--- src/rtl/clearpass_pkg.sv ---
// Shared sizing for the keypad password-entry block.
package clearpass_pkg;

  localparam int unsigned DIGITS  = 4;
  localparam int unsigned DIGIT_W = 4;
  localparam int unsigned PASS_W  = DIGITS * DIGIT_W;
  localparam int unsigned CNT_W   = $clog2(DIGITS + 1);

endpackage

--- src/rtl/clear_pass_if.sv ---
// Keypad-side bus of clear_pass: digit/strobe inputs and the two password registers.
interface clear_pass_if;

  logic [clearpass_pkg::DIGIT_W-1:0] keyboard_value;
  logic                              key_en;
  logic                              clearPass;
  logic [clearpass_pkg::PASS_W-1:0]  passvalue;
  logic [clearpass_pkg::PASS_W-1:0]  password;

  modport master (
    output keyboard_value, key_en, clearPass,
    input  passvalue, password
  );

  modport slave (
    input  keyboard_value, key_en, clearPass,
    output passvalue, password
  );

endinterface

--- src/rtl/edge_detect.sv ---
// Rising-edge detector: one-cycle pulse when the input goes from 0 to 1.
module edge_detect (
  input  logic clk,
  input  logic rst,
  input  logic in,
  output logic pulse
);

  logic prev_q;

  always_ff @(posedge clk or negedge rst) begin
    if (!rst) prev_q <= 1'b0;
    else      prev_q <= in;
  end

  assign pulse = in & ~prev_q;

endmodule

--- src/rtl/clear_pass.sv ---
// Keypad password entry with backspace; password latched on the 4th digit.
// Define CLEARPASS_CLRALL_EN to make a clear press wipe all entered digits at once.
module clear_pass
  import clearpass_pkg::*;
(
  input  logic         clk,
  input  logic         rst,
  clear_pass_if.slave  bus
);

  logic             key_pulse;
  logic             clr_pulse;
  logic [CNT_W-1:0] cnt_q,  cnt_d;
  logic [PASS_W-1:0] pass_q, pass_d;
  logic [PASS_W-1:0] pwd_q,  pwd_d;

  edge_detect u_key_edge (
    .clk   (clk),
    .rst   (rst),
    .in    (bus.key_en),
    .pulse (key_pulse)
  );

  edge_detect u_clr_edge (
    .clk   (clk),
    .rst   (rst),
    .in    (bus.clearPass),
    .pulse (clr_pulse)
  );

  always_ff @(posedge clk or negedge rst) begin
    if (!rst) begin
      cnt_q  <= '0;
      pass_q <= '0;
      pwd_q  <= '0;
    end else begin
      cnt_q  <= cnt_d;
      pass_q <= pass_d;
      pwd_q  <= pwd_d;
    end
  end

  // Clear outranks a simultaneous key press; a full buffer ignores keys.
  always_comb begin
    cnt_d  = cnt_q;
    pass_d = pass_q;
    pwd_d  = pwd_q;
    if (clr_pulse) begin
      if (cnt_q != '0) begin
`ifdef CLEARPASS_CLRALL_EN
        pass_d = '0;
        cnt_d  = '0;
`else
        pass_d = {DIGIT_W'(0), pass_q[PASS_W-1:DIGIT_W]};
        cnt_d  = cnt_q - CNT_W'(1);
`endif
      end
    end else if (key_pulse && (cnt_q < CNT_W'(DIGITS))) begin
      pass_d = {pass_q[PASS_W-DIGIT_W-1:0], bus.keyboard_value};
      cnt_d  = cnt_q + CNT_W'(1);
      if (cnt_q == CNT_W'(DIGITS - 1)) pwd_d = pass_d;
    end
  end

  assign bus.passvalue = pass_q;
  assign bus.password  = pwd_q;

endmodule

--- src/flat_wrapper.sv ---
// flat-port wrapper written by rule: the top's interface ports become plain ports
module clear_pass_flat import clearpass_pkg::*;
  (clk, rst, bus_keyboard_value, bus_key_en, bus_clearPass, bus_passvalue, bus_password);
  clear_pass_if bus_i ();
  input  logic clk;
  input  logic rst;
  input wire logic [$bits(bus_i.keyboard_value)-1:0] bus_keyboard_value;
  input wire logic [$bits(bus_i.key_en)-1:0] bus_key_en;
  input wire logic [$bits(bus_i.clearPass)-1:0] bus_clearPass;
  output wire logic [$bits(bus_i.passvalue)-1:0] bus_passvalue;
  output wire logic [$bits(bus_i.password)-1:0] bus_password;
  assign bus_i.keyboard_value = bus_keyboard_value;
  assign bus_i.key_en = bus_key_en;
  assign bus_i.clearPass = bus_clearPass;
  assign bus_passvalue = bus_i.passvalue;
  assign bus_password = bus_i.password;
  clear_pass u_core (.clk(clk), .rst(rst), .bus(bus_i));
endmodule
--- config.mk ---
export PLATFORM = sky130hd
export DESIGN_NAME = clear_pass_flat
export DESIGN_NICKNAME = d
export VERILOG_FILES = /design/src/rtl/clearpass_pkg.sv /design/src/rtl/clear_pass_if.sv /design/src/rtl/edge_detect.sv /design/src/rtl/clear_pass.sv /design/src/flat_wrapper.sv
export SDC_FILE = /design/constraint.sdc
export NUM_CORES = 1
export LEC_CHECK = 0
export CAP_MARGIN = 10
export CORE_ASPECT_RATIO = 0.7
export CORE_MARGIN = 5
export CORE_UTILIZATION = 53
export DETAILED_ROUTE_END_ITERATION = 10
export PLACE_DENSITY = 0.85
export SYNTH_ARGS = -nofsm -noshare
export SYNTH_HDL_FRONTEND = slang
export SYNTH_HIERARCHICAL = 1
export SYNTH_SLANG_ARGS = --single-unit
--- constraint.sdc ---
create_clock -name clk -period 3.8 [get_ports clk]
set_input_delay 1.14 -clock clk [delete_from_list [all_inputs] [get_ports clk]]
set_output_delay 1.14 -clock clk [all_outputs]
set_load 0.05 [all_outputs]
======== After elaboration in Yosys (flattened, before gate mapping) ========
Index checks and enable logic that the tools add are counted.
word-level totals
  bits in registers ....................... 37
  bits in latches ......................... 0
  memory bits (writable) .................. 0
  ROM bits ................................ 0
  output and inout port bits .............. 32
  memories ................................ 0
operators by class
  add/subtract/negate cells ............... 2
  multiply operators ...................... 0
  divide/modulo/power cells ............... 0
  order comparisons ....................... 1
  eq/ne operators ......................... 2
  shifts and indexed selects .............. 0
  muxes and demuxes ....................... 6
  bitwise gates (word level) .............. 5
  reduce and logical (&&, ||, !) cells .... 5
operator list
  kind                                              number
  two-way mux 16 bit                                3
  two-way mux 3 bit                                 3
  adder 3 x 1 -> 3 bit, second input constant       1
  == test 3 x 2 -> 1 bit, second input constant     1
  < comparator 3 bit, second input constant         1
  inverter 1 bit                                    3
  AND reduction 3 bit                               1
  nonzero test 3 bit                                1
  subtractor 3 x 1 -> 3 bit, second input constant  1
  bitwise AND 1 bit                                 2
  != test 2 bit, second input constant              1
  AND reduction 2 bit                               1
  nonzero test 2 bit                                1
  logical AND 1 bit                                 1

======== Logic depth before layout (Yosys ltp) ========
Gate-level depths: netlist (run 1).
  depth in word-level cells ............... 5
  depth in mapped cells ................... 8
  mapped depth without buffers ............ 6

======== Hierarchy ========
Netlist (run 1), hierarchy kept.
by module, submodules not included
  module       instances  cells an instance  area an instance (um^2)  sequential area each (um^2)
  clear_pass   1          101                1635.3                   875.8
  edge_detect  2          2                  38.8                     25.0

======== Worst setup path after synthesis (run 1) ========
OpenSTA, ideal clock, no wires.
  kind .................................... in2reg
  from .................................... input port bus_clearPass
  to ...................................... register u_core.cnt_q[2]
  data arrival time ....................... 2347 ps
  data required time ...................... 3662 ps
  setup slack ............................. 1315 ps
  stages on the path ...................... 8
  cells stage by stage .................... nor2b_4 > buf_6 > buf_2 > inv_1 > fa_1 > inv_1 > a211o_1 > o221ai_1
on the way
  cells in the longest elaborated chain, start to end .. 3
  elaborated cells between the ends (all ways) .. 5
  classes of those cells .................. eq/ne (1); mux (1); bitwise (1); reduce/logical (2)
ends and longest elaborated chain
  element                                                               line               text
  from (decl)                                                           flat_wrapper.sv:9  input wire logic [$bits(bus_i.clearPass)-1:0] bus_clearPass;
  bitwise AND 1 bit *                                                   edge_detect.sv:16  assign pulse = in & ~prev_q;
  != test 2 bit (no line) / nonzero test 2 bit (equally long branches)  -
  AND reduction 2 bit (no line)                                         -
  to (signal assigned)                                                  clear_pass.sv:37   cnt_q <= cnt_d;
  to (decl)                                                             clear_pass.sv:13   logic [CNT_W-1:0] cnt_q, cnt_d;
Mark *: on every way between the ends. The rest lies on a longest branch, timed or not.
A chain may end at the register's enable or synchronous reset.

======== Worst setup path in the final report (run 1) ========
  from .................................... input port bus_clearPass
  to ...................................... register u_core.pass_q[2], in the netlist u_core/bus.passvalue[2]
on the way
  cells in the longest elaborated chain, start to end .. 3
  elaborated cells between the ends (all ways) .. 5
  classes of those cells .................. eq/ne (1); mux (1); bitwise (1); reduce/logical (2)
ends and longest elaborated chain
  element                                                               line               text
  bitwise AND 1 bit *                                                   edge_detect.sv:16
  named net u_core.clr_pulse                                            clear_pass.sv:12   logic clr_pulse;
  != test 2 bit (no line) / nonzero test 2 bit (equally long branches)  -
  AND reduction 2 bit (no line)                                         -
  to (signal assigned)                                                  clear_pass.sv:38   pass_q <= pass_d;
  to (decl)                                                             clear_pass.sv:14   logic [PASS_W-1:0] pass_q, pass_d;
The timed path passes the listed nets; every way through them passes the cells marked *.

==> impl_summary.md, run 1 <==
Placed design
The weighted congestion reported at the end of routability-driven placement is 0.7343. Including well taps, the total number of placed cells is between 150 and 200. The HPWL after detailed placement is 2365 microns.

Summing all placed instances gives a cell area of 2115 sq um. Input and output buffers added on the ports amount to 39.

Clock tree
The count of cells resized by post-cts repair is 0. The number of buffers inserted by post-CTS setup repair is 0. Counting the buffers created by CTS gives 5. TritonCTS built the clock tree. The clock-pin slew on the worst setup and hold paths is approximately 0.060 ns. The sink count of the clock tree is 37. The longest clock path from root to sink contains 2 buffers. The maximum level of the CTS H-tree is 2. The cell chosen for the clock root is sky130_fd_sc_hd__clkbuf_8. In this run, post-CTS hold repair placed 0 buffers. The insertion delay of the later-clocked pin in the worst-skew pair is 0.28 ns.

Global route
The number of antenna violations at the first check in global routing came to 0. The via count of the first global-routing pass is 1122. The total overflow reported by the global router is 0.

The first global-routing pass estimated 5761 microns of wire. The largest net degree at the start of global routing is 38. The overall fraction of global-route tracks in use is 16.49%.

Floorplan
The die outline area is 4487 sq um. Once the floorplan was initialized, standard cells occupied 54.78% of the core. In this run the standard cell core region covers 3127 sq um. 40 I/O pins were placed.

The die outline height is 57.57 microns. The die is 77.95 microns wide. After floorplanning, the core was divided into 17 placement rows.

Timing
The largest clock skew in the final design is 0.006934 ns. The transition time of the tightest slew-check pin is 0.8467 ns. The worst path uses 78.12% of the clock period. The post-route minimum period is ~3.0 ns. The achievable frequency is 0.3369 GHz. The total negative setup slack is 0 ns. The number of slew-limit violations in the final report came to 0. The worst pin sits at a relative slew slack of about 43%. Setup violations remaining at the end of the flow were counted as 0. The number of hold-slack violations in the final timing report is 0. Setup repair after global routing left no endpoint under its margin.

Cells and area
The final instance count without filler cells is 187. The final standard cell area without fillers is 2195 sq um. The number of antenna diodes in the final layout is 0. In the layout the commonest cells are sky130_fd_sc_hd__clkdlybuf4s50_1 (38), sky130_fd_sc_hd__dfrtp_1 (37), sky130_fd_sc_hd__mux2_2 (21). The relative area change from synthesis to final layout is 28.12%. For this run, the post-layout net count is 157.

The library cell used most frequently in the layout, excluding fill and tap cells, is sky130_fd_sc_hd__clkdlybuf4s50_1. The share of final-layout standard cells stronger than drive strength 1 is 34.90%.

Drt
The DRC violation count after routing is 0. The average wire per standard cell is approximately 18 microns. The antenna violation net count after detailed routing is 0. Across all layers, the routed design uses 1009 vias. The via density per instance is 5.396.

Before antenna repair, the detailed router went through 4 iterations. For this block, the initial DRC count from the detailed router was 46. The final wirelength is 3325 microns.

Synth
The average footprint of a synthesized cell is 16.31 sq um. By area the synthesized netlist is led by sky130_fd_sc_hd__dfrtp_1 (54%), sky130_fd_sc_hd__mux2_4 (17%), sky130_fd_sc_hd__mux2_2 (14%). The count of different cell masters after synthesis is 21. The top cell type by area accounts for between 50 and 60% of the synthesized area. Synthesis produced a netlist with a net count of 114. The cell area that synthesis handed to floorplanning was 1713 sq um. After synthesis the netlist holds a flip-flop and latch count of 37. The proportion of synthesized chip area in sequential cells is 54.05%. The count of synthesis-stage warnings from yosys is 6. The count of mapped cells out of synthesis is 105. Summed over all instances, the cell type with the most area after synthesis is sky130_fd_sc_hd__dfrtp_1.

Setup path
Of all nets on the critical path, the largest fanout is 13. The family with the most delay on the worst path is compound AO/OA/AOI/OAI gates. The slowest cell on the critical path is sky130_fd_sc_hd__o32a_1. The number of buffers and inverters on the critical path is 1. The data arrival time at the worst-slack endpoint is roughly 3.1 ns. The critical path goes through clkdlybuf4s50_1, nor2b_4, o32a_1, mux2_2. The delay contributed by the slowest stage of the critical path is around 0.76 ns. The startpoint type of the worst setup path is an input pin. The worst setup path is of the input pin to register kind. The endpoint required time on the critical path is 3.96 ns. The sort of element at the end of the critical path is a register.

Power and ir drop
Power comes to 1998 uW. Dividing total power by cell area gives a power density of roughly 910 nW/um^2. For this design the static power due to leakage is 0.0009886 uW. The worst vdd rail ir drop is ~0.47 mV.

Flow run
Across the run, the number of max-cap violations was 0.

Worst hold path
The path class of the tightest hold or removal check is register to register.

Outcome
The run finished with clean final reports.
## registers in the layout (all words and copies together) (netlist names)
name / flops
u_core/bus.passvalue: 16
u_core/bus.password: 16
u_core/cnt_q: 3
u_core/u_clr_edge/prev_q: 1
u_core/u_key_edge/prev_q: 1
## worst register-to-register path, delay by kind of cell (launching register included)
family | cells | cell delay (ns)
compound gates | 1 | 0.76
mux | 1 | 0.42
flops | 1 | 0.40
simple gates | 1 | 0.32
## final cells by class
cell class	count	area (sq um)
clock buffer	8	80.08
fill	199	932.1
inverter	5	18.77
multi-input combinational	58	709.4
sequential	37	925.9
tap	38	47.55
timing repair buffer	41	412.9
## cell families (layout without fill, tap and decap cells)
family | count (synthesis) | in the layout | share of synthesized area, %
XOR/XNOR | 1 | 1 | 0.5114
multiplexers | 41 | 41 | 31.04
adder cells (fa/ha/maj) | 1 | 1 | 1.169
buffers and inverters | 10 | 54 | 4.529
flip-flops | 37 | 37 | 54.05
AO/OA/AOI/OAI | 9 | 9 | 4.456
AND/OR/NAND/NOR | 6 | 6 | 4.237
## where the power goes
group	total, uW	internal [uW]	switching (uW)
Sequential	672	538	134
Clock	258	130	128
Combinational	1070	442	627
## cell usage after synthesis, drive strengths merged
master,instances
buf,5
xnor2,1
nand2b,1
a22o,4
a21oi,1
o32ai,1
mux2,40
nor3b,1
a211o,1
and3,1
fa,1
nor2b,3
dfrtp,37
mux2i,1
o32a,1
inv,5
o221ai,1
## routing by layer
layer / share of wire, % / GRT usage [%] / vias to the layer above
li1: - / - / 460
met1: 46 / 21.56 / 515
met2: 47 / 26.04 / 31
met3: 6.7 / 5.363 / 3
met4: 0.75 / 5.542 / 0
met5: 0 / 0 / -
## worst paths after layout
path	start	endpoint	slack, ns	depth (start not counted)
worst max-delay path	bus_clearPass	u_core/bus.passvalue[2]$_DFFE_PN0P_	0.83	4
worst min-delay path	u_core/bus.password[9]$_DFFE_PN0P_	u_core/bus.password[9]$_DFFE_PN0P_	0.51	1
worst max register to register	u_core/u_clr_edge/prev_q$_DFF_PN0_	u_core/bus.passvalue[2]$_DFFE_PN0P_	1.80	3
worst min register to register	u_core/bus.password[9]$_DFFE_PN0P_	u_core/bus.password[9]$_DFFE_PN0P_	0.51	1
max in group asynchronous	rst	u_core/bus.password[6]$_DFFE_PN0P_	2.36	1
min in group asynchronous	rst	u_core/bus.password[5]$_DFFE_PN0P_	0.94	1
## metrics by stage
step / worst slack, ns / util (%) / hold slack [ns]
2_1_floorplan: 1.315 / - / 0.5797
3_3_place_gp: 0.6440 / 67.63 / 0.4904
3_5_place_dp: 0.5599 / 67.63 / 0.4989
4_1_cts: 0.8408 / 70.19 / 0.5138
5_1_grt: 0.7669 / 70.19 / 0.5338
6_report: 0.8313 / 70.19 / 0.5084
No activity file was read; power rests on OpenSTA's default activity.
==> run 2, diff against run 1 <==
--- a/config.mk
+++ b/config.mk
@@ -8,9 +8,9 @@
 export CAP_MARGIN = 10
 export CORE_ASPECT_RATIO = 0.7
 export CORE_MARGIN = 5
-export CORE_UTILIZATION = 53
+export CORE_UTILIZATION = 49
 export DETAILED_ROUTE_END_ITERATION = 10
-export PLACE_DENSITY = 0.85
+export PLACE_DENSITY = 0.8
 export SYNTH_ARGS = -nofsm -noshare
 export SYNTH_HDL_FRONTEND = slang
 export SYNTH_HIERARCHICAL = 1
==> constraint.sdc (replaced) <==
create_clock -name clk -period 2.9 [get_ports clk]
set_input_delay 0.87 -clock clk [delete_from_list [all_inputs] [get_ports clk]]
set_output_delay 0.87 -clock clk [all_outputs]
set_load 0.05 [all_outputs]
==> run 2 against run 1 <==
  * Design area up 1.4%
  * Cell count rose by 7.5%
  * Non-clock buffer count up 3
  * First-iteration DRC count fell by 20%
  * Critical path depth rose by 1
  * Critical path type unchanged
  * Register-to-register slack got worse by 0.85 ns
  * Global-route usage down 1.8 points
  * Routed wire length is 5.6% lower
  * Via count shrank 0.79%
==> impl_summary.md, run 2 (synthesis results as in run 1) <==
Clock tree
The count of cells resized by post-cts repair was 0 (unchanged). The maximum clock path buffer count was 2 (unchanged). The clock-pin slew on the worst setup and hold paths is 0.06 ns (about the same).

The cell sitting at the root of the clock tree is a sky130_fd_sc_hd__clkbuf_8. The maximum level of the CTS H-tree came to 2 (unchanged). The sink count of the clock tree was 37 (unchanged). The CTS tree is yes. The post-cts hold buffer count is 0 (unchanged). The number of buffers inserted by post-CTS setup repair is 0 (unchanged). The TritonCTS buffer count was 5 (unchanged). The insertion delay of the later-clocked pin in the worst-skew pair is 0.29 ns (about the same).

Cells and area
The relative area change from synthesis to final layout is 29.95%. Leaving out fill and tap cells, the most frequent cells in the layout are sky130_fd_sc_hd__clkdlybuf4s50_1 (38), sky130_fd_sc_hd__dfrtp_1 (37), sky130_fd_sc_hd__mux2_2 (21). The final standard cell area without fillers is 2226 sq um (+1.4%). The number of filler cells placed in the layout is 280 (+41%). The number of antenna repair diodes is 0 (unchanged).

The final instance count without filler cells is 201 (+7.5%). The number of nets in the finished design was 160 (+1.9%). The area of all sequential standard cells was 925.9 sq um (unchanged). The multi-input logic area is 709.4 sq um (unchanged). The share of the core filled with cells is 64.60% (-5.6 points). The share of final-layout standard cells stronger than drive strength 1 is 37.09% (+2.2 points). The commonest non-fill, non-tap cell in the layout is sky130_fd_sc_hd__clkdlybuf4s50_1.

Setup path
The reg2reg setup slack is 0.95 ns (-0.85 ns). The signal on the critical path passes through clkdlybuf4s50_1, nor2b_4, nor2b_1, o32a_1, mux2_2. The startpoint type of the worst setup path is an input pin. STA classifies the critical path endpoint as a register. The end point of the critical path is u_core/bus.passvalue[2]$_DFFE_PN0P_.

The path depth of the worst reg2reg path came to 4 (+1). Among all stages on the critical path, the largest delay is contributed by sky130_fd_sc_hd__o32a_1. In this run the worst setup path begins at bus_key_en. The worst setup path is of the input pin to register kind.

The data arrival time at the worst-slack endpoint came to 2.81 ns (-0.32 ns). The endpoint required time on the critical path is 3.07 ns (-0.89 ns). The worst reg2reg path endpoint is u_core/bus.passvalue[2]$_DFFE_PN0P_. The startpoint identified for the worst register-to-register timing path is u_core/u_key_edge/prev_q$_DFF_PN0_. The delay contributed by the slowest stage of the critical path came to 0.70 ns (-0.06 ns). The maximum fanout encountered on the critical timing path is 13 (unchanged).

Floorplan
The number of top-level pins was 40 (unchanged). The initial core utilization is 49.71% (-5.1 points). The number of standard-cell rows in the floorplan is 18 (+1).

The die outline area was 4797 sq um (+6.9%). The horizontal extent of the die was 80.67 microns (+3.5%). The die outline height is 59.47 microns (+3.3%).

The total core area was 3446 sq um (+10%).

Power and ir drop
The total power density per cell area came to 1178 nW/um^2 (+29%). The leakage dissipation is 0.001006 uW (+1.8%). The worst vdd rail ir drop was 0.6275 mV (+35%). The power consumption is 2622 uW (+31%).

Timing
The transition time of the tightest slew-check pin is 0.8045 ns (-0.04218 ns). The final setup violation count is 0 (unchanged). The final clock period utilization by the worst path is approximately nine tenths. The headroom to the max-slew limit is 46.36% (+2.9 points). The achievable frequency is approximately 0.38 GHz. The post-route minimum period is between 2 and 3 ns.

The number of hold-slack violations in the final timing report is 0 (unchanged). The number of slew-limit violations in the final report was 0 (unchanged). The largest clock skew in the final design came to 0.004017 ns (-0.002917 ns). Setup repair after global routing left no endpoint under its margin.

Placed design
The total instance count after detailed placement was 194 (+8.4%). The area after detailed placement was 2140 sq um (+1.2%). The number of input and output port buffers inserted was 39 (unchanged). The weighted congestion reported at the end of routability-driven placement is 0.7193 (-2.0%).

The HPWL after detailed placement came to 2228 microns (-5.8%).

Global route
The largest net degree at the start of global routing is 38 (unchanged). The wire length of the first global-routing pass came to 5264 microns (-8.6%). The overall fraction of global-route tracks in use is 14.69% (-1.8 points). The number of antenna violations at the first check in global routing is 0 (unchanged). The via count of the first global-routing pass was 1053 (-6.1%). The total overflow reported by the global router is 0 (unchanged).

Worst hold path
The worst hold path belongs to the class register to register.

Drt
The initial detailed-routing violation count was 37 (-20%). The antenna violation net count after detailed routing is 0 (unchanged). The via density per instance was 4.980 (-7.7%). The DRC violation count after routing is 0 (unchanged).

The routed via count is 1001 (-0.79%). The total iterations of the first detailed-routing run is 2 (-2). The average wire per standard cell is 15.62 microns (-12%). The final wirelength is 3139 microns (-5.6%).

Flow run
The number of max-capacitance violations reported is 0 (unchanged).

Outcome
The run finished with clean final reports.
## run 2: worst min-delay path by stage
stage / to / cells past startpoint / startpoint / slack, ns
after global placement: u_core/bus.password[10]$_DFFE_PN0P_ / 1 / u_core/bus.password[10]$_DFFE_PN0P_ / 0.49
after detailed placement: u_core/bus.password[13]$_DFFE_PN0P_ / 1 / u_core/bus.password[13]$_DFFE_PN0P_ / 0.49
after global routing: u_core/bus.password[5]$_DFFE_PN0P_ / 1 / u_core/bus.password[5]$_DFFE_PN0P_ / 0.53
after CTS: u_core/bus.password[11]$_DFFE_PN0P_ / 1 / u_core/bus.password[11]$_DFFE_PN0P_ / 0.52
final: u_core/bus.password[11]$_DFFE_PN0P_ / 1 / u_core/bus.password[11]$_DFFE_PN0P_ / 0.51
after floorplan: u_core/bus.passvalue[0]$_DFFE_PN0P_ / 0 / rst / 0.57
## run 2: worst max-delay path, delay by kind of cell
kind | cells | cell delay (ns)
and+or+nand+nor | 2 | 0.35
muxes | 1 | 0.41
buffers and inverters | 1 | 0.48
AOI/OAI and AO/OA | 1 | 0.70
## run 2: per-stage QoR
step | setup slack, ns | TNS [ns] | hold slack, ns
finish | 0.2640 | 0 | 0.5079
CTS | 0.2669 | 0 | 0.5155
global placement | 0.03343 | 0 | 0.4899
detailed placement | -0.03485 | -0.09385 | 0.4937
global route | 0.1470 | 0 | 0.5320
floorplan | 0.6853 | 0 | 0.5744
## run 2: layout make-up
cell class	instances	area share [%]
Clock buffer	7	3.879
Multi-Input combinational cell	58	31.87
Sequential cell	37	41.60
Timing Repair Buffer	44	19.00
Inverter	5	0.8432
Tap cell	50	2.811
## run 2: routing by layer
metal  wire (microns)  track usage, %  up-vias
li1                 -               -      466
met3              245           6.383        4
met1             1492           19.40      500
met2             1379           22.05       31
met5                0               0        -
met4               22           4.337        0
## run 2: report_power, final
part / leakage, uW / internal, uW / switching, uW
registers: 0.000468 / 705 / 176
logic: 0.000494 / 580 / 805
clock network: 0.0000443 / 188 / 167
total: 0.00101 / 1470 / 1150
==> run 3, diff against run 2 <==
--- a/config.mk
+++ b/config.mk
@@ -10,6 +10,7 @@
 export CORE_MARGIN = 5
 export CORE_UTILIZATION = 49
 export DETAILED_ROUTE_END_ITERATION = 10
+export GPL_TIMING_DRIVEN = 0
 export PLACE_DENSITY = 0.8
 export SYNTH_ARGS = -nofsm -noshare
 export SYNTH_HDL_FRONTEND = slang
==> run 3 against run 2 <==
  * Global-route usage rose by 0.65 points
  * Clock skew rose by 0.0023 ns
  * Maximum frequency fell by 0.30%
  * Highest routed layer unchanged
==> impl_summary.md, run 3 (synthesis results as in run 1) <==
Timing
The transition time of the tightest slew-check pin is 0.8156 ns (+0.01104 ns). The total negative setup slack was 0 ns (unchanged). The largest clock skew in the final design was 0.006307 ns (+0.002290 ns). The post-route worst setup slack was 0.2560 ns (-0.007914 ns).

Setup repair after global routing left no endpoint under its margin. The final setup violation count was 0 (unchanged). The post-route minimum period was 2.644 ns (+0.007914 ns). The final clock period utilization by the worst path is 91.17% (+0.27 points).

The number of slew-limit violations in the final report came to 0 (unchanged). The number of hold-slack violations in the final timing report is 0 (unchanged). The achievable frequency is 0.3782 GHz (-0.30%).

The headroom to the max-slew limit is 45.63% (-0.74 points).

Floorplan
The number of top-level pins is 40 (unchanged). The number of standard-cell rows in the floorplan came to 18 (unchanged). The die outline area is 4797 sq um (unchanged). The total core area was 3446 sq um (unchanged). The initial core utilization is 49.71% (unchanged). The horizontal extent of the die is 80.67 microns (unchanged). The die outline height is 59.47 microns (unchanged).

Global route
The total overflow reported by the global router is 0 (unchanged). The wire length of the first global-routing pass is 5430 microns (+3.2%). The overall fraction of global-route tracks in use was 15.34% (+0.65 points). The largest net degree at the start of global routing is 38 (unchanged). The via count of the first global-routing pass came to 1080 (+2.6%). The number of antenna violations at the first check in global routing came to 0 (unchanged).

Outcome
The flow ran to the end, and the final reports show no timing, DRC or antenna violations.

Clock tree
The root buffer cell chosen for the clock tree is sky130_fd_sc_hd__clkbuf_8. The post-cts hold buffer count is 0 (unchanged). The maximum level of the CTS H-tree is 2 (unchanged). The TritonCTS buffer count came to 5 (unchanged). The clock-pin slew on the worst setup and hold paths is 0.07 ns (about the same).

The count of cells resized by post-cts repair came to 0 (unchanged). The insertion delay of the later-clocked pin in the worst-skew pair is 0.28 ns (about the same). The maximum clock path buffer count came to 2 (unchanged). The sink count of the clock tree came to 37 (unchanged). The number of buffers inserted by post-CTS setup repair is 0 (unchanged). The CTS tree is yes.

Setup path
The slowest cell on the critical path is sky130_fd_sc_hd__clkdlybuf4s50_1. Following the worst setup path forward leads to its endpoint at u_core/cnt_q[2]$_DFFE_PN0P_. By instance count, the cell type seen most on the critical path is sky130_fd_sc_hd__inv_1. The most critical setup path has its startpoint at bus_clearPass. The worst setup path is captured at a register. In this run the critical register-to-register path is launched from u_core/u_clr_edge/prev_q$_DFF_PN0_. The maximum fanout encountered on the critical timing path is 10 (-3). The kind of critical path is input pin to register. The reg2reg setup slack was 0.95 ns (about the same). The startpoint type of the worst setup path is an input pin. The path depth of the worst reg2reg path is 8 (+4). Traced cell by cell, the critical path runs through clkdlybuf4s50_1, nor2b_4, buf_6, buf_2, inv_1, fa_1, inv_1, a211o_1, o221ai_1. The endpoint required time on the critical path is 3.05 ns (-0.02 ns). The data arrival time at the worst-slack endpoint is 2.79 ns (-0.02 ns).

The worst reg2reg path endpoint is u_core/cnt_q[2]$_DFFE_PN0P_. The delay contributed by the slowest stage of the critical path is 0.47 ns (-0.23 ns).

Flow run
The number of max-capacitance violations reported is 0 (unchanged).

Cells and area
The number of nets in the finished design came to 160 (unchanged). From synthesis to final layout, the design area changed by 30.97%. The share of final-layout standard cells stronger than drive strength 1 is 37.50% (+0.41 points).

Leaving out fill and tap cells, the most frequent cell in the layout is sky130_fd_sc_hd__clkdlybuf4s50_1. In the layout the commonest cells are sky130_fd_sc_hd__clkdlybuf4s50_1 (38), sky130_fd_sc_hd__dfrtp_1 (37), sky130_fd_sc_hd__mux2_2 (21). The number of antenna repair diodes is 0 (unchanged).

Placed design
The pre-CTS setup slack is -0.03774 ns (-0.002895 ns). The HPWL after detailed placement is 2447 microns (+9.8%). The weighted congestion reported at the end of routability-driven placement was 0.6970 (-3.1%). The number of input and output port buffers inserted is 39 (unchanged).

Power and ir drop
The leakage dissipation is 0.001012 uW (+0.59%). The total power density per cell area was 1170 nW/um^2 (-0.64%). The worst vdd rail ir drop is 0.7535 mV (+20%).

Drt
The routed via count came to 1043 (+4.2%). The DRC violation count after routing is 0 (unchanged). The final wirelength is 3458 microns (+10%). The average wire per standard cell is 17.12 microns (+9.6%).

The total iterations of the first detailed-routing run is 4 (+2). The initial detailed-routing violation count is 41 (+11%). The antenna violation net count after detailed routing is 0 (unchanged).

The via density per instance is 5.163 (+3.7%).

Worst hold path
The min-delay analysis places its worst path in the category register to register.
-- run 3: cell types whose count changed in the layout (fill, tap and decap cells not counted), sizes merged --
cell    before  now
clkinv       0    2
clkbuf       7    6
-- run 3: per-layer routing --
layer  routed length [microns]  global-route usage [%]  vias up
li1                          -                       -      469
met1                      1603                   20.35      537
met2                      1653                   25.47       35
met3                       196                   4.407        2
met4                         4                   2.892        0
met5                         0                       0        -
-- run 3: cell type report --
class	instances	area, sq um
multi-input combinational	58	709.4
inverter	5	18.77
fill	277	1202
sequential	37	925.9
clock buffer	6	72.57
tap	50	62.56
timing repair buffer	39	385.4
clock inverter	2	10.01
buffer	5	58.81
-- run 3: worst min path at each step --
stage,from,endpoint,cells past startpoint
finish,u_core/bus.password[8]$_DFFE_PN0P_,u_core/bus.password[8]$_DFFE_PN0P_,1
detailed placement,u_core/bus.password[4]$_DFFE_PN0P_,u_core/bus.password[4]$_DFFE_PN0P_,1
global route,u_core/bus.password[4]$_DFFE_PN0P_,u_core/bus.password[4]$_DFFE_PN0P_,1
CTS,u_core/bus.password[10]$_DFFE_PN0P_,u_core/bus.password[10]$_DFFE_PN0P_,1
global placement,u_core/bus.password[7]$_DFFE_PN0P_,u_core/bus.password[7]$_DFFE_PN0P_,1
floorplan,rst,u_core/bus.passvalue[0]$_DFFE_PN0P_,0
-- run 3: worst max-delay path: cells and delay by family --
kind	cells	cell delay, ns
compound gates	2	0.20
buf+inv	5	1.12
simple gates	1	0.14
fa+ha+maj	1	0.45
-- run 3: where the power goes --
part / total (uW) / leakage, uW / internal [uW] / switching [uW]
logic: 1400 / 0.000499 / 582 / 821
clock network: 340 / 0.0000450 / 167 / 174
registers: 882 / 0.000468 / 705 / 177
total: 2630 / 0.00101 / 1450 / 1170
-- run 3: metrics by stage --
stage | utilization, % | instance area, sq um | cells | power [uW] | hold slack (ns)
6_report | 65.11 | 2243 | 202 | 2626 | 0.5081
5_1_grt | 65.11 | 2243 | 202 | 2743 | 0.5315
4_1_cts | 65.11 | 2243 | 202 | 2641 | 0.5142
3_5_place_dp | 62.71 | 2161 | 194 | 2299 | 0.4948
3_3_place_gp | 62.85 | 2166 | 194 | 2250 | 0.4895
2_1_floorplan | - | 1713 | 105 | 1835 | 0.5744
